$ cat src/rtl/bch_pkg.sv
// ----------------------------------------------------------------------------
// bch_pkg : shared parameters and types for the GF(2^13) BCH Chien search
// Revision: 1.0
// ----------------------------------------------------------------------------
`default_nettype none

package bch_pkg;
  localparam int M      = 13;
  localparam int P      = 16;
  localparam int T      = 8;
  localparam int CW_LEN = 8191;
  localparam int NGRP   = (CW_LEN + P - 1) / P;
  localparam int GRP_W  = $clog2(NGRP);
  localparam int POS_W  = $clog2(NGRP * P + 1);
  localparam int POP_W  = $clog2(P + 1);
  localparam int CNT_W  = 5;

  typedef logic [M-1:0] gf_t;

  typedef enum logic [1:0] {
    IDLE  = 2'd0,
    RUN   = 2'd1,
    FLUSH = 2'd2
  } state_t;
endpackage

`default_nettype wire

$ cat src/rtl/chien_root_detect.sv
// ----------------------------------------------------------------------------
// chien_root_detect : per-position XOR sum, zero detect, tail mask, popcount
// Revision: 1.0
// ----------------------------------------------------------------------------
`default_nettype none

module chien_root_detect
  import bch_pkg::*;
(
  input  gf_t                  lambda0,
  input  logic [T*P*M-1:0]     col_prod,
  input  logic [GRP_W-1:0]     grp,
  output logic [P-1:0]         mask,
  output logic [POP_W-1:0]     pop
);

  for (genvar k = 0; k < P; k++) begin : g_pos
    gf_t s;
    localparam logic [POS_W-1:0] OFS = POS_W'(k + 1);

    always_comb begin
      s = lambda0;
      for (int j = 0; j < T; j++) begin
        s = s ^ col_prod[(j*P + k)*M +: M];
      end
    end

    // Positions past the codeword alias onto real roots and must stay silent.
    assign mask[k] = (s == '0) &&
                     ((POS_W'(grp) * POS_W'(P) + OFS) <= POS_W'(CW_LEN));
  end

  always_comb begin
    pop = '0;
    for (int k = 0; k < P; k++) begin
      pop = pop + POP_W'(mask[k]);
    end
  end

endmodule

`default_nettype wire

$ cat src/rtl/chien_sched_p16.sv
// ----------------------------------------------------------------------------
// chien_sched_p16 : 16-way parallel Chien search sequencer with root mask output
// Revision: 1.0
// ----------------------------------------------------------------------------
`default_nettype none

module chien_sched_p16
  import bch_pkg::*;
(
  input  logic                 clk,
  input  logic                 rst_n,
  input  logic                 start,
  input  logic [(T+1)*M-1:0]   lambda_i,
  input  logic [3:0]           lambda_deg,
  output logic [T*M-1:0]       col_reg_o,
  input  logic [T*P*M-1:0]     col_prod_i,
  output logic                 root_valid,
  input  logic                 root_ready,
  output logic [P-1:0]         root_mask,
  output logic [GRP_W-1:0]     root_grp,
  output logic                 busy,
  output logic                 done,
  output logic                 fail
);

  state_t             state_q, state_d;
  logic [T*M-1:0]     coef_q, coef_d;
  gf_t                lambda0_q, lambda0_d;
  logic [3:0]         deg_q, deg_d;
  logic [GRP_W-1:0]   grp_cnt_q, grp_cnt_d;
  logic [CNT_W-1:0]   root_cnt_q, root_cnt_d;
  logic               vld_q, vld_d;
  logic [P-1:0]       mask_q, mask_d;
  logic [GRP_W-1:0]   grp_q, grp_d;
  logic               busy_q, busy_d;
  logic               done_q, done_d;
  logic               fail_q, fail_d;

  logic [P-1:0]       det_mask;
  logic [POP_W-1:0]   det_pop;
  logic [CNT_W:0]     cnt_sum;
  logic               accept;
  logic               advance;

  chien_root_detect u_detect (
    .lambda0  (lambda0_q),
    .col_prod (col_prod_i),
    .grp      (grp_cnt_q),
    .mask     (det_mask),
    .pop      (det_pop)
  );

  assign accept  = vld_q & root_ready;
  assign advance = (state_q == RUN) && (!vld_q || root_ready);

  always_ff @(posedge clk) begin
    if (!rst_n) begin
      state_q    <= IDLE;
      coef_q     <= '0;
      lambda0_q  <= '0;
      deg_q      <= '0;
      grp_cnt_q  <= '0;
      root_cnt_q <= '0;
      vld_q      <= 1'b0;
      mask_q     <= '0;
      grp_q      <= '0;
      busy_q     <= 1'b0;
      done_q     <= 1'b0;
      fail_q     <= 1'b0;
    end else begin
      state_q    <= state_d;
      coef_q     <= coef_d;
      lambda0_q  <= lambda0_d;
      deg_q      <= deg_d;
      grp_cnt_q  <= grp_cnt_d;
      root_cnt_q <= root_cnt_d;
      vld_q      <= vld_d;
      mask_q     <= mask_d;
      grp_q      <= grp_d;
      busy_q     <= busy_d;
      done_q     <= done_d;
      fail_q     <= fail_d;
    end
  end

  always_comb begin
    state_d = state_q;
    case (state_q)
      IDLE:    if (start) state_d = RUN;
      RUN:     if (advance && grp_cnt_q == GRP_W'(NGRP - 1)) state_d = FLUSH;
      FLUSH:   if (accept) state_d = IDLE;
      default: state_d = IDLE;
    endcase
  end

  always_comb begin
    coef_d     = coef_q;
    lambda0_d  = lambda0_q;
    deg_d      = deg_q;
    grp_cnt_d  = grp_cnt_q;
    root_cnt_d = root_cnt_q;
    vld_d      = vld_q;
    mask_d     = mask_q;
    grp_d      = grp_q;
    busy_d     = busy_q;
    done_d     = 1'b0;
    fail_d     = fail_q;
    cnt_sum    = {1'b0, root_cnt_q} + (CNT_W+1)'(det_pop);

    case (state_q)
      IDLE: begin
        if (start) begin
          coef_d     = lambda_i[(T+1)*M-1:M];
          lambda0_d  = lambda_i[M-1:0];
          deg_d      = lambda_deg;
          grp_cnt_d  = '0;
          root_cnt_d = '0;
          busy_d     = 1'b1;
          fail_d     = 1'b0;
        end
      end
      RUN: begin
        if (advance) begin
          vld_d     = 1'b1;
          mask_d    = det_mask;
          grp_d     = grp_cnt_q;
          grp_cnt_d = grp_cnt_q + 1'b1;
          // Step every register by alpha^(j*P) using the last product of its column.
          for (int j = 0; j < T; j++) begin
            coef_d[j*M +: M] = col_prod_i[(j*P + P - 1)*M +: M];
          end
          root_cnt_d = cnt_sum[CNT_W] ? {CNT_W{1'b1}} : cnt_sum[CNT_W-1:0];
        end
      end
      FLUSH: begin
        if (accept) begin
          vld_d  = 1'b0;
          done_d = 1'b1;
          busy_d = 1'b0;
          fail_d = (CNT_W'(deg_q) != root_cnt_q);
        end
      end
      default: ;
    endcase
  end

  assign col_reg_o  = coef_q;
  assign root_valid = vld_q;
  assign root_mask  = mask_q;
  assign root_grp   = grp_q;
  assign busy       = busy_q;
  assign done       = done_q;
  assign fail       = fail_q;

endmodule

`default_nettype wire
$ cat config.mk
export PLATFORM = sky130hd
export DESIGN_NAME = chien_sched_p16
export DESIGN_NICKNAME = d
export VERILOG_FILES = /design/src/rtl/bch_pkg.sv /design/src/rtl/chien_root_detect.sv /design/src/rtl/chien_sched_p16.sv
export SDC_FILE = /design/constraint.sdc
export NUM_CORES = 1
export LEC_CHECK = 0
export BUFFER_PORTS_ARGS = -buffer_cell sky130_fd_sc_hd__buf_4
export CAP_MARGIN = 20
export CORE_AREA = 2 2 754 756
export DETAILED_ROUTE_END_ITERATION = 7
export DIE_AREA = 0 0 756 758
export PLACE_DENSITY = 0.3
export SYNTH_ARGS = -nofsm -noshare
export SYNTH_HDL_FRONTEND = slang
export SYNTH_SLANG_ARGS = --single-unit
$ cat constraint.sdc
create_clock -name clk -period 20.4 [get_ports clk]
set_clock_uncertainty 0.05 [all_clocks]
set_input_delay 4.08 -clock clk [delete_from_list [all_inputs] [get_ports clk]]
set_output_delay 4.08 -clock clk [all_outputs]
set_load 0.05 [all_outputs]
==> out/results.txt <==
status: complete, no violations
Fmax: 87.4 MHz
most frequent cell after synthesis: xnor2_1
number of flops mapped to enable cells by yosys: 0
initial antenna violation count: 491
leakage power total: 0.0181 uW
post-CTS setup buffers: 0
DIE HEIGHT: 758 um
Critical Path RT: 20820 ps
synthesis-to-layout area growth: 112%
simple-gate share of the synthesized area: 9.17%
drt initial violations: 1477
main combinational cell family by area after synthesis: XOR/XNOR gates
GR Overflow Total: 0
Post-Synth XOR/XNOR Area: 66.0%
Ports: 1922
Worst-Margin Slew: 1250 ps
H-tree levels: 4
Critical Path AT: 11870 ps
Worst setup EP type: register
top cells by count, synth: xnor2_1, xor2_1, nand2_1, dfxtp_1, nor2_1
top post-synthesis cells by area: xnor2_1, dfxtp_1, xor2_1
hold_buf cts: 0
HP Start: col_reg_o[12]
Power Total: 2510 uW
Netlist cell types: 45
worst skew pair latency: 650 ps
HPWL after DPL: 427000 um
Detail Route Antenna Nets: 0
Slew Limit Headroom: 15.8%
Synth Area in Compound Gates: 6.49%
clock sink count: 166
syn nets: 4398
synthesized instance count: 2586
CP startpoint kind: input pin
TritonCTS Buffers: 21
Internal Power: 1270 uW
# nets final: 6358
clock slew at reported path FFs: 90 ps
Root Driver: clkbuf_16
multiplexer area fraction after synthesis: 0%
Slew Viols, Final: 0
vias in the first global route: 27162
Fin. Hold Viols: 0
Final Setup Violations: 0
drt drc: 0
unrepaired setup endpoints after global routing: false
ratio of cells with drive above 1 in the final layout: 47.0%
sw frac: 49.5%
total core area: 564000 um2
gpl congestion: 0.912
cell taking the most area after synthesis: xnor2_1
Sum Neg Setup Slack: 0 ps
initial core utilization: 4.04%
Setup crit start: col_prod_i[1305]
min cycle time layout: 11450 ps
global-route wire length before repair: 508000 um
Synth Area in Adders: 1.63%
VDD IR max: 73.4 uV
cell count after placement: 12028
Die X: 756 um
CP Max Fanout: 5
drt pass-1 iters: 5
die area: 573000 um2
share of flip-flops with an asynchronous set or reset: 0%
pwr/cell area: 52.0 nW/um2
largest net degree at the start of global routing: 99
Logic pwr share: 65.9%
Hold Crit Class: register to register
Yosys warnings: 0
Layout Cells excl Fill: 12154
period utilization: 56.1%
Routed WL: 453000 um
port bufs: 1921
Clock power frac: 18.8%
Post-CTS Resized: 0
row cnt: 276
TritonCTS clock tree: yes
Yosys top cell area share: 46.1%
Net Sw Power: 1240 uW
Flop pwr share: 15.2%
ys flop type: dfxtp_1
Syn Area/Cell: 8.81 um2
vias: 28080
Synth Register Bits: 166
WL/cell: 37.3 um
CTS Buffer Depth: 3
final hold slack: 407 ps
Vias per Instance: 2.31
class of the most critical setup path: input pin to register
sequential fraction of the synthesis area: 14.6%
Total GRT Usage: 15.2%
Cell Area, Synth: 22800 um2
reg-to-reg critical path startpoint: lambda0_q[3]
maxcap violations: 0
[registers in the layout, indices dropped and copies added, names as in the netlist]
| signal | flops |
|---|---|
| busy | 1 |
| col_reg_o | 104 |
| deg_q | 4 |
| done | 1 |
| fail | 1 |
| grp_cnt_q | 9 |
| lambda0_q | 13 |
| root_cnt_q | 5 |
| root_grp | 9 |
| root_mask | 16 |
| root_valid | 1 |
| state_q | 2 |
[per-layer routing]
layer	track usage [%]	up-vias	wire, um	share of wire [%]
li1	-	12375	-	-
met1	18.6	12646	189000	42
met2	25.1	2027	207000	46
met3	6.36	762	46000	10
met4	2.28	270	9600	2.1
met5	0	-	1730	0.38
[placed cells by master, fill, tap and decap left out, types with 4 or more instances in the layout]
master,instances
a21oi_1,58
a22oi_1,19
a311oi_1,88
a41o_1,14
and3_1,14
buf_4,2030
clkbuf_16,21
dfxtp_1,153
dfxtp_4,13
diode_2,92
fa_1,11
ha_1,12
inv_1,15
nand2_1,262
nand3_1,19
nand4_1,20
nor2_1,116
nor3_1,6
nor4_1,11
nor4_2,17
o21ai_0,4
o31ai_1,4
xnor2_1,1193
xnor2_2,5
xnor3_1,64
xnor3_2,6
xor2_1,312
xor2_2,20
[worst paths after layout]
kind	to	slack, ps	cells past startpoint
min	col_reg_o[12]	410	2
max reg2reg	root_cnt_q[3]	12370	23
max	root_cnt_q[3]	8950	21
min reg2reg	col_reg_o[12]	410	2
[power groups by stage]
stage / combinational [uW] / clock [uW] / sequential, uW
after floorplan: 693 / 0 / 448
after global placement: 1720 / 0 / 393
after detailed placement: 1720 / 0 / 394
after CTS: 1730 / 529 / 386
after global routing: 1770 / 522 / 388
final: 1660 / 473 / 383
[cell families (layout without fill, tap and decap cells)]
kind of cell,Yosys count,in the layout
compound gates,198,198
fa+ha+maj,23,23
buf+inv,111,2081
other cells,0,92
flops,166,166
simple gates,486,486
xor+xnor,1602,1602
[stage by stage]
step / utilization, % / instance area [um2] / worst slack (ps)
after global placement: 8.40 / 47400 / 7810
after CTS: 8.52 / 48000 / 8500
after detailed placement: 8.40 / 47400 / 7830
after global routing: 8.53 / 48100 / 8320
after floorplan: - / 22800 / 10590
final: 8.56 / 48300 / 8950
[cell type report]
| cell class | count | area [um2] |
|---|---|---|
| Sequential cell | 166 | 3370 |
| Multi-Input combinational cell | 2309 | 19300 |
| Timing Repair Buffer | 2032 | 15300 |
| Clock inverter | 12 | 118 |
| Fill cell | 66182 | 516000 |
| Tap cell | 7506 | 9390 |
| Antenna cell | 92 | 230 |
| Inverter | 16 | 67.6 |
| Clock buffer | 21 | 526 |
[critical path, cell delays in order]
cell     delay (ps)
buf_4           110
xnor2_1         730
xnor3_1         470
xnor2_1         170
nand4_1         540
nor4_1          610
nand3_1         550
fa_1            730
fa_1            430
fa_1            520
fa_1            430
fa_1            430
fa_1            600
inv_1            60
ha_1            260
a21o_1          170
a21oi_1         230
nor2b_1          80
o21a_1          240
o31ai_1         300
a21oi_1         100
No activity file was read; power rests on OpenSTA's default activity.
